`config.mk`:
```
export PLATFORM = sky130hd
export DESIGN_NAME = mac_out_collector_flat
export DESIGN_NICKNAME = d
export VERILOG_FILES = /design/src/rtl/mac_out_collector_pkg.sv /design/src/rtl/mac_out_collector_if.sv /design/src/rtl/mac_out_collector_col_fifo.sv /design/src/rtl/mac_out_collector.sv /design/src/flat_wrapper.sv
export SDC_FILE = /design/constraint.sdc
export NUM_CORES = 1
export LEC_CHECK = 0
export ABC_AREA = 1
export CORE_MARGIN = 3
export CORE_UTILIZATION = 33
export DETAILED_ROUTE_END_ITERATION = 10
export HOLD_SLACK_MARGIN = 0.06
export SLEW_MARGIN = 20
export SYNTH_ARGS = -nofsm -noshare
export SYNTH_HDL_FRONTEND = slang
export SYNTH_SLANG_ARGS = --single-unit
```
`constraint.sdc`:
```
create_clock -name clk -period 5.71 [get_ports clk]
set_input_delay 0.8565 -clock clk [delete_from_list [all_inputs] [get_ports clk]]
set_output_delay 0.8565 -clock clk [all_outputs]
set_load 0.02 [all_outputs]
```
`src/rtl/mac_out_collector_pkg.sv`:
```
`default_nettype none
// +--------------------------------------------------------------------+
// | mac_out_collector_pkg                                              |
// | Shared sizing defaults for the mac_array output collector.         |
// | Rev 1.0                                                            |
// +--------------------------------------------------------------------+
package mac_out_collector_pkg;

  localparam int DEF_COL     = 8;
  localparam int DEF_PSUM_BW = 16;
  localparam int DEF_DEPTH   = 8;

  // Pointer width carries one extra wrap bit above the address bits.
  function automatic int ptr_w(input int depth);
    return $clog2(depth) + 1;
  endfunction

  localparam int PTR_W = ptr_w(DEF_DEPTH);

endpackage : mac_out_collector_pkg
`default_nettype wire

```
`src/rtl/mac_out_collector_if.sv`:
```
`default_nettype none
// +--------------------------------------------------------------------+
// | mac_out_collector_if                                               |
// | Column push bus from the array and row pop bus to the reader.      |
// | Rev 1.0                                                            |
// +--------------------------------------------------------------------+
interface mac_out_collector_if
  import mac_out_collector_pkg::*;
#(
  parameter int COL     = DEF_COL,
  parameter int PSUM_BW = DEF_PSUM_BW
);

  logic [PSUM_BW*COL-1:0] in;
  logic [COL-1:0]         wr;
  logic                   rd;
  logic [PSUM_BW*COL-1:0] out;
  logic                   o_valid;
  logic                   o_full;
  logic                   o_ready;
  logic                   overflow;

  modport master (
    output in,
    output wr,
    output rd,
    input  out,
    input  o_valid,
    input  o_full,
    input  o_ready,
    input  overflow
  );

  modport slave (
    input  in,
    input  wr,
    input  rd,
    output out,
    output o_valid,
    output o_full,
    output o_ready,
    output overflow
  );

endinterface : mac_out_collector_if
`default_nettype wire

```
`src/rtl/mac_out_collector_col_fifo.sv`:
```
`default_nettype none
// +--------------------------------------------------------------------+
// | col_fifo                                                           |
// | Single-column show-ahead FIFO with wrap-bit pointers.              |
// | Rev 1.0                                                            |
// +--------------------------------------------------------------------+
module col_fifo
  import mac_out_collector_pkg::*;
#(
  parameter int WIDTH = DEF_PSUM_BW,
  parameter int DEPTH = DEF_DEPTH
) (
  input  wire logic             clk,
  input  wire logic             reset,
  input  wire logic             wr,
  input  wire logic             rd,
  input  wire logic [WIDTH-1:0] in,
  output logic      [WIDTH-1:0] out,
  output logic                  empty,
  output logic                  full
);

  localparam int AW    = ptr_w(DEPTH);
  localparam int IDX_W = AW - 1;

  logic [AW-1:0]    wr_ptr_q;
  logic [AW-1:0]    wr_ptr_d;
  logic [AW-1:0]    rd_ptr_q;
  logic [AW-1:0]    rd_ptr_d;
  logic [WIDTH-1:0] mem_q [DEPTH];
  logic [WIDTH-1:0] mem_d [DEPTH];

  logic push;
  logic pop;

  assign empty = (wr_ptr_q == rd_ptr_q);
  assign full  = (wr_ptr_q[IDX_W-1:0] == rd_ptr_q[IDX_W-1:0]) &&
                 (wr_ptr_q[IDX_W] != rd_ptr_q[IDX_W]);

  // A same-cycle pop frees the slot a push into a full FIFO needs.
  assign pop  = rd && !empty;
  assign push = wr && (!full || pop);

  assign out = mem_q[rd_ptr_q[IDX_W-1:0]];

  always_comb begin
    wr_ptr_d = wr_ptr_q;
    rd_ptr_d = rd_ptr_q;
    if (push) begin
      wr_ptr_d = wr_ptr_q + 1'b1;
    end
    if (pop) begin
      rd_ptr_d = rd_ptr_q + 1'b1;
    end
  end

  always_comb begin
    for (int i = 0; i < DEPTH; i++) begin
      mem_d[i] = mem_q[i];
    end
    if (push) begin
      mem_d[wr_ptr_q[IDX_W-1:0]] = in;
    end
  end

  always_ff @(posedge clk or posedge reset) begin
    if (reset) begin
      wr_ptr_q <= '0;
      rd_ptr_q <= '0;
    end else begin
      wr_ptr_q <= wr_ptr_d;
      rd_ptr_q <= rd_ptr_d;
    end
  end

  // Storage is intentionally left out of reset; stale entries are unreachable.
  always_ff @(posedge clk) begin
    for (int i = 0; i < DEPTH; i++) begin
      mem_q[i] <= mem_d[i];
    end
  end

endmodule : col_fifo
`default_nettype wire

```
`src/rtl/mac_out_collector.sv`:
```
`default_nettype none
// +--------------------------------------------------------------------+
// | mac_out_collector                                                  |
// | Per-column FIFOs re-aligning skewed array outputs into rows.       |
// | Optional ReLU on the read mux: define OFIFO_RELU_EN.               |
// | Rev 1.0                                                            |
// +--------------------------------------------------------------------+
module mac_out_collector
  import mac_out_collector_pkg::*;
#(
  parameter int COL     = DEF_COL,
  parameter int PSUM_BW = DEF_PSUM_BW,
  parameter int DEPTH   = DEF_DEPTH
) (
  input wire logic            clk,
  input wire logic            reset,
  mac_out_collector_if.slave  bus
);

  logic [COL-1:0]         col_empty;
  logic [COL-1:0]         col_full;
  logic [COL-1:0]         col_drop;
  logic [PSUM_BW*COL-1:0] head_row;
  logic [PSUM_BW*COL-1:0] out_row;
  logic                   row_valid;
  logic                   pop;
  logic                   overflow_q;
  logic                   overflow_d;

  assign row_valid = &(~col_empty);
  assign pop       = bus.rd && row_valid;

  generate
    for (genvar c = 0; c < COL; c++) begin : g_col
      col_fifo #(
        .WIDTH (PSUM_BW),
        .DEPTH (DEPTH)
      ) u_fifo (
        .clk   (clk),
        .reset (reset),
        .wr    (bus.wr[c]),
        .rd    (pop),
        .in    (bus.in[PSUM_BW*c +: PSUM_BW]),
        .out   (head_row[PSUM_BW*c +: PSUM_BW]),
        .empty (col_empty[c]),
        .full  (col_full[c])
      );
    end
  endgenerate

  assign col_drop = bus.wr & col_full & ~{COL{pop}};

  always_comb begin
    overflow_d = overflow_q | (|col_drop);
  end

  always_ff @(posedge clk or posedge reset) begin
    if (reset) begin
      overflow_q <= 1'b0;
    end else begin
      overflow_q <= overflow_d;
    end
  end

  always_comb begin
    out_row = '0;
    if (row_valid) begin
      for (int c = 0; c < COL; c++) begin
        out_row[PSUM_BW*c +: PSUM_BW] = head_row[PSUM_BW*c +: PSUM_BW];
`ifdef OFIFO_RELU_EN
        if (head_row[PSUM_BW*c + PSUM_BW - 1]) begin
          out_row[PSUM_BW*c +: PSUM_BW] = '0;
        end
`else
`endif
      end
    end
  end

  assign bus.out      = out_row;
  assign bus.o_valid  = row_valid;
  assign bus.o_full   = |col_full;
  assign bus.o_ready  = ~(|col_full);
  assign bus.overflow = overflow_q;

endmodule : mac_out_collector
`default_nettype wire

```
`src/flat_wrapper.sv`:
```
// flat-port wrapper written by rule: the top's interface ports become plain ports
module mac_out_collector_flat import mac_out_collector_pkg::*;
#(
  parameter int COL     = DEF_COL,
  parameter int PSUM_BW = DEF_PSUM_BW,
  parameter int DEPTH   = DEF_DEPTH
)
  (clk, reset, bus_in, bus_wr, bus_rd, bus_out, bus_o_valid, bus_o_full, bus_o_ready, bus_overflow);
  mac_out_collector_if #(.COL(COL), .PSUM_BW(PSUM_BW)) bus_i ();
  input wire logic clk;
  input wire logic reset;
  input wire logic [$bits(bus_i.in)-1:0] bus_in;
  input wire logic [$bits(bus_i.wr)-1:0] bus_wr;
  input wire logic [$bits(bus_i.rd)-1:0] bus_rd;
  output wire logic [$bits(bus_i.out)-1:0] bus_out;
  output wire logic [$bits(bus_i.o_valid)-1:0] bus_o_valid;
  output wire logic [$bits(bus_i.o_full)-1:0] bus_o_full;
  output wire logic [$bits(bus_i.o_ready)-1:0] bus_o_ready;
  output wire logic [$bits(bus_i.overflow)-1:0] bus_overflow;
  assign bus_i.in = bus_in;
  assign bus_i.wr = bus_wr;
  assign bus_i.rd = bus_rd;
  assign bus_out = bus_i.out;
  assign bus_o_valid = bus_i.o_valid;
  assign bus_o_full = bus_i.o_full;
  assign bus_o_ready = bus_i.o_ready;
  assign bus_overflow = bus_i.overflow;
  mac_out_collector #(.COL(COL), .PSUM_BW(PSUM_BW), .DEPTH(DEPTH)) u_core (.clk(clk), .reset(reset), .bus(bus_i));
endmodule
```
# Word level (Yosys, flattened, before mapping)

Memory sizes are Yosys's and may differ from the RTL's.
Cells that the tools add are included.

Register bits: 65
RAM bits: 1024
Input port bits: 139
Output and inout port bits: 132
Logic and storage cells: 188
Memories kept: 8

$add $sub $neg: 16
Order comparisons: 16
Eq/ne operators: 24
Muxes and demuxes: 33
Bitwise operators: 14
Reductions and logical operators: 60

Memories:

| name                         | depth | bits a word | rd ports | clocked after memory_dff | wr ports | RTL line                         | RTL |
|---|---|---|---|---|---|---|---|
| u_core.g_col[0].u_fifo.mem_q | 8     | 16          | 9        | 0                        | 8        | mac_out_collector_col_fifo.sv:30 | `logic [WIDTH-1:0] mem_q [DEPTH];` |
| u_core.g_col[1].u_fifo.mem_q | 8     | 16          | 9        | 0                        | 8        | mac_out_collector_col_fifo.sv:30 |  |
| u_core.g_col[2].u_fifo.mem_q | 8     | 16          | 9        | 0                        | 8        | mac_out_collector_col_fifo.sv:30 |  |
| u_core.g_col[3].u_fifo.mem_q | 8     | 16          | 9        | 0                        | 8        | mac_out_collector_col_fifo.sv:30 |  |
| u_core.g_col[4].u_fifo.mem_q | 8     | 16          | 9        | 0                        | 8        | mac_out_collector_col_fifo.sv:30 |  |
| u_core.g_col[5].u_fifo.mem_q | 8     | 16          | 9        | 0                        | 8        | mac_out_collector_col_fifo.sv:30 |  |
| 2 more memories              | n/a   | n/a         | n/a      | n/a                      | n/a      | n/a                              |  |

Operator list:

| cell                                                        | count |
|---|---|
| two-way mux 128 bit                                         | 9 |
| bitwise mux 128 bit                                         | 8 |
| demux 16 bit (select 3 bit)                                 | 8 |
| two-way mux 16 bit                                          | 8 |
| adder 4 x 1 -> 4 bit (second input constant)                | 16 |
| logical AND 1 bit                                           | 33 |
| == test 4 bit                                               | 8 |
| >= comparator 4 bit (second input constant)                 | 8 |
| less-than comparator 4 x 1 -> 1 bit (second input constant) | 8 |
| inverter 3 -> 4 bit                                         | 8 |
| == test 3 bit                                               | 8 |
| AND 8 bit                                                   | 2 |
| logical NOT 1 bit                                           | 16 |
| inverter 8 bit                                              | 2 |
| OR reduction 8 bit                                          | 2 |
| logical OR 1 bit                                            | 8 |
| != test 1 bit                                               | 8 |
| AND reduction 8 bit                                         | 1 |
| inverter 1 bit                                              | 1 |
| OR 1 bit                                                    | 1 |

# Logic depth before layout (Yosys ltp)

Depth after elaboration: 8
Depth in mapped cells: 14
Mapped depth without buffers: 12

# Hierarchy

From an unflattened synthesis, not the netlist that was laid out.

Cell total of the unflattened synthesis: 3736
Area, all modules: 45905.3 sq um

Modules (own cells, without submodules):

| module                                | times used | cells an instance | area each (sq um) | sequential area each (sq um) |
|---|---|---|---|---|
| col_fifo (u_core.g_col[0].u_fifo ...) | 7          | 443               | 5494.0            | 4043.9 |
| col_fifo (u_core.g_col[7].u_fifo)     | 1          | 442               | 5521.5            | 4043.9 |
| mac_out_collector                     | 1          | 193               | 1925.6            | 25.0 |

# Worst setup path after synthesis

OpenSTA, ideal clock, no wires.

Path kind: flip-flop to output port
From: reg u_core.g_col[2].u_fifo.rd_ptr_q[1]
To: out bus_out[100]
Arrival time: 1.874 ns
Required time: 4.853 ns
Slack: 2.980 ns
Stages on the path, launching flop included: 13
Buffers on the path: 3
Cell sequence: dfrtp_1 > buf_6 > clkinv_2 > nand2_1 > nand2_1 > nor2_1 > nand2_1 > nand2_1 > nor2_2 > nand2_1 > buf_2 > buf_2 > a211oi_1

Cells in the longest elaborated chain, start to end: 4

RTL lines:

| item                   | RTL line                         | RTL |
|---|---|---|
| start, declared        | mac_out_collector_col_fifo.sv:28 | `logic [AW-1:0] rd_ptr_q;` |
| start signal, assigned | mac_out_collector_col_fifo.sv:72 | `rd_ptr_q <= rd_ptr_d;` |
| == test 4 bit          | mac_out_collector_col_fifo.sv:36 | `assign empty = (wr_ptr_q == rd_ptr_q);` |
| inverter 8 bit         | mac_out_collector.sv:30          | `assign row_valid = &(~col_empty);` |
| AND reduction 8 bit    | mac_out_collector.sv:30          |  |
| two-way mux 128 bit    | mac_out_collector.sv:67          | `if (row_valid) begin` |
| end, declared          | flat_wrapper.sv:15               | `output wire logic [$bits(bus_i.out)-1:0] bus_out;` |

No other way between the ends.

# Final worst setup path

From: reg u_core.g_col[3].u_fifo.rd_ptr_q[1]
To: out bus_o_valid

Cells in the longest elaborated chain, start to end: 3

RTL lines:

| item                   | RTL line                         | RTL |
|---|---|---|
| start, declared        | mac_out_collector_col_fifo.sv:28 |  |
| start signal, assigned | mac_out_collector_col_fifo.sv:72 |  |
| == test 4 bit          | mac_out_collector_col_fifo.sv:36 |  |
| inverter 8 bit         | mac_out_collector.sv:30          |  |
| AND reduction 8 bit    | mac_out_collector.sv:30          |  |
| end, declared          | flat_wrapper.sv:16               | `output wire logic [$bits(bus_i.o_valid)-1:0] bus_o_valid;` |

No other way between the ends.

==> results.py <==
metrics = {
    "routing": {
        "drtIter0Drc": 2129,
        "dr.pass1.iters": 5,
        "ant_nets": 0,
        "via_per_inst": 4.99,
        "drt-total-wl_mm": 109,
        "wire_per_inst_um": 19.6,
        "remaining_drc_errors": 0,
        "num_vias": 27800,
    },
    "clock_tree": {
        "clkSlewWorstSetupHoldPaths_ns": 0.06,
        "cts_buffers": 114,
        "cts_sinks": 1089,
        "cts_resized": 0,
        "cts_tree": "done",
        "clock-root-buffer": "clkbuf_16",
        "hold_buffers": 0,
        "post-cts-setup-buffer-count": 0,
        "clockBufferDepth": 3,
        "cts_htree_levels": 3,
        "clk_latency_ns": 0.73,
    },
    "timing": {
        "tightest_slew_ns": 1.09,
        "period_minus_slack_ns": 5.06,
        "skew_ns": 0.0455,
        "hold_viol": 0,
        "rsz0062_at_grt": "no",
        "finalSetupViolations": 0,
        "slew_violations": 0,
        "setup_tns_ns": 0,
        "fin_hold_ws_ns": 0.492,
        "period_share": 0.887,
        "slew_headroom": 0.273,
        "fmax_mhz": 197,
    },
    "floorplan": {
        "rows": 133,
        "die_height_um": 372,
        "die_w_um": 372,
        "dieArea_um2": 139000,
        "core_um2": 132000,
        "start_util": 0.334,
        "io_pins": 271,
    },
    "logic_synthesis": {
        "yosys.area.top_type": "edfxtp_1",
        "synth_edf_count": 1024,
        "netlist_area_um2": 44300,
        "seq_area_frac_synth": 0.731,
        "yosys-top-cells-area": "edfxtp_1, nand2_1, a21oi_1",
        "ys_seq_elements": 1089,
        "synth_ff_type": "edfxtp_1",
        "synth-async-reset-ratio": 0.0597,
        "yosysTopAreaCellShare": 0.694,
        "synth.avg_cell_area_um2": 12.8,
        "synth_nets": 3616,
        "synth_cell_types": 32,
        "yosysWarnings": 0,
        "synthCells": 3461,
    },
    "pwr": {
        "power.internal_mw": 19.3,
        "p_switching_mw": 13.0,
        "irDropWorstVdd_uv": 521,
        "seq_power_share": 0.333,
        "pwr-share-clk": 0.217,
        "combPwrFrac": 0.450,
        "power_density_nw_per_um2": 617,
        "finalPower_mw": 32.4,
        "power.leakage_nw": 18.1,
        "swShare": 0.403,
    },
    "finish": {
        "area_growth_pct": 18.4,
        "fin_nets": 3872,
        "layout.cells.non_filler": 5577,
        "drive_gt1_frac": 0.0807,
    },
    "setup_path": {
        "start_kind": "flip-flop",
        "arrival_ns": 4.21,
        "required_ns": 4.85,
        "cp_max_fo": 39,
        "cp-end-kind": "output pin",
        "regToRegSetupSlack_ns": 1.91,
        "crit_type": "flip-flop to output pin",
    },
    "placed_design": {
        "placedCellCount": 5356,
        "place.gp.congestion": 0.784,
        "portBuffers": 270,
        "hpwl_mm": 64.7,
    },
    "grt": {
        "grt_max_degree": 68,
        "grt_overflow": 0,
        "grt_pass1_vias": 27100,
        "grt_usage": 0.155,
        "antenna_found_initial": 9,
        "grt_first_pass_wirelength_mm": 166,
    },
    "run": {
        "drv_cap": 0,
    },
    "status": {
        "status": "complete, no violations",
    },
    "hold_path": {
        "min_path_type": "flip-flop to flip-flop",
    },
}
==> through the flow <==
stage           util  instance area [um^2]  worst slack (ns)
2_1_floorplan      -                 44300              2.98
3_3_place_gp   0.369                 48900              1.23
3_5_place_dp   0.369                 48900              1.29
4_1_cts        0.396                 52400             0.496
5_1_grt        0.396                 52400             0.276
6_report       0.396                 52400             0.645
==> layout make-up <==
type / instances / area (um^2)
fillers: 12500 / 80000
flip-flops and latches: 1089 / 32400
multi-input cells: 2062 / 10500
repair buffers: 370 / 3450
clock buffers: 148 / 3000
well taps: 1755 / 2200
clock inverters: 67 / 546
inverters: 80 / 310
diodes: 6 / 15.0
==> placed cells by master (no fill, tap or decap), types with 55 or more instances in the layout <==
| cell | Yosys | layout |
|---|---|---|
| edfxtp_1 | 1024 | 1024 |
| nand2_1 | 906 | 905 |
| a21oi_1 | 393 | 393 |
| clkdlybuf4s50_1 | 0 | 270 |
| nor2_1 | 232 | 228 |
| a32o_1 | 128 | 128 |
| a22oi_1 | 128 | 128 |
| a211oi_1 | 128 | 128 |
| clkbuf_16 | 0 | 115 |
| buf_4 | 13 | 100 |
| nand3_1 | 63 | 63 |
| dfrtp_1 | 65 | 57 |
| inv_1 | 64 | 55 |
==> synth_stat cells, types with 4 or more instances <==
library cell / count
inv_2: 10
xor2_1: 24
nand2_4: 5
a22oi_1: 128
inv_1: 64
o21ai_1: 8
buf_6: 20
xnor2_1: 8
buf_1: 50
clkbuf_1: 119
a32o_1: 128
clkinv_2: 6
nand4_1: 4
a21oi_1: 393
nand2_1: 906
nor2_2: 4
nand3_2: 4
a211oi_1: 128
edfxtp_1: 1024
nor3_1: 4
buf_2: 26
ha_1: 16
nor2_1: 232
buf_4: 13
nand3_1: 63
dfrtp_1: 65
==> worst max-delay path: stages (launching register included) <==
cell and delay, ns:
dfrtp_1 0.88, clkinv_2 0.14, nand2_1 0.09, nand2_1 0.05, nor2_1 0.17, nand2_1 0.17, nand2_1 0.11, nor2_2 0.06
nand2_4 0.47, buf_4 0.47, inv_1 0.16, clkdlybuf4s50_1 0.68
==> worst paths after layout <==
| kind | start | endpoint | depth (start not counted) |
|---|---|---|---|
| min in group asynchronous | reset | u_core.g_col[0].u_fifo.wr_ptr_q[0] | 2 |
| max reg2reg | u_core.g_col[3].u_fifo.rd_ptr_q[1] | u_core.g_col[4].u_fifo.mem_q[1][2] | 11 |
| min | u_core.g_col[2].u_fifo.wr_ptr_q[3] | u_core.g_col[2].u_fifo.wr_ptr_q[3] | 2 |
| max | u_core.g_col[3].u_fifo.rd_ptr_q[1] | bus_o_valid | 11 |
| max in group asynchronous | reset | u_core.g_col[1].u_fifo.rd_ptr_q[0] | 3 |
| min reg2reg | u_core.g_col[2].u_fifo.wr_ptr_q[3] | u_core.g_col[2].u_fifo.wr_ptr_q[3] | 2 |
==> flip-flops by register name, summed over array words and instances (netlist names) <==
name / flops
u_core.g_col.u_fifo.wr_ptr_q: 32
u_core.g_col.u_fifo.rd_ptr_q: 32
u_core.bus.overflow: 1
u_core.g_col.u_fifo.mem_q: 1024
==> power by group through the flow <==
stage          clock [mW]  combinational (mW)  sequential, mW
6_report             7.02                14.6            10.8
5_1_grt              7.54                16.0            10.9
4_1_cts              7.25                14.8            10.8
3_5_place_dp            0                14.8            10.9
3_3_place_gp            0                14.7            10.9
2_1_floorplan           0                9.35            10.6
==> routing by layer <==
| metal | GRT usage | wire [um] | vias to the layer above | part of all wire |
|---|---|---|---|---|
| met3 | 0.0309 | 5520 | 189 | 0.051 |
| met5 | 0 | 0 | - | 0 |
| met2 | 0.247 | 51200 | 645 | 0.47 |
| li1 | - | - | 13200 | - |
| met1 | 0.212 | 49200 | 13800 | 0.45 |
| met4 | 0.0527 | 3420 | 0 | 0.031 |
==> cells by family after synthesis <==
group / Yosys count / share of synthesized area
simple gates: 1227 / 0.108
flops: 1089 / 0.731
xor+xnor: 33 / 0.00669
compound gates: 786 / 0.118
buf+inv: 310 / 0.0322
fa+ha+maj: 16 / 0.00452
No activity file was read; power rests on OpenSTA's default activity.
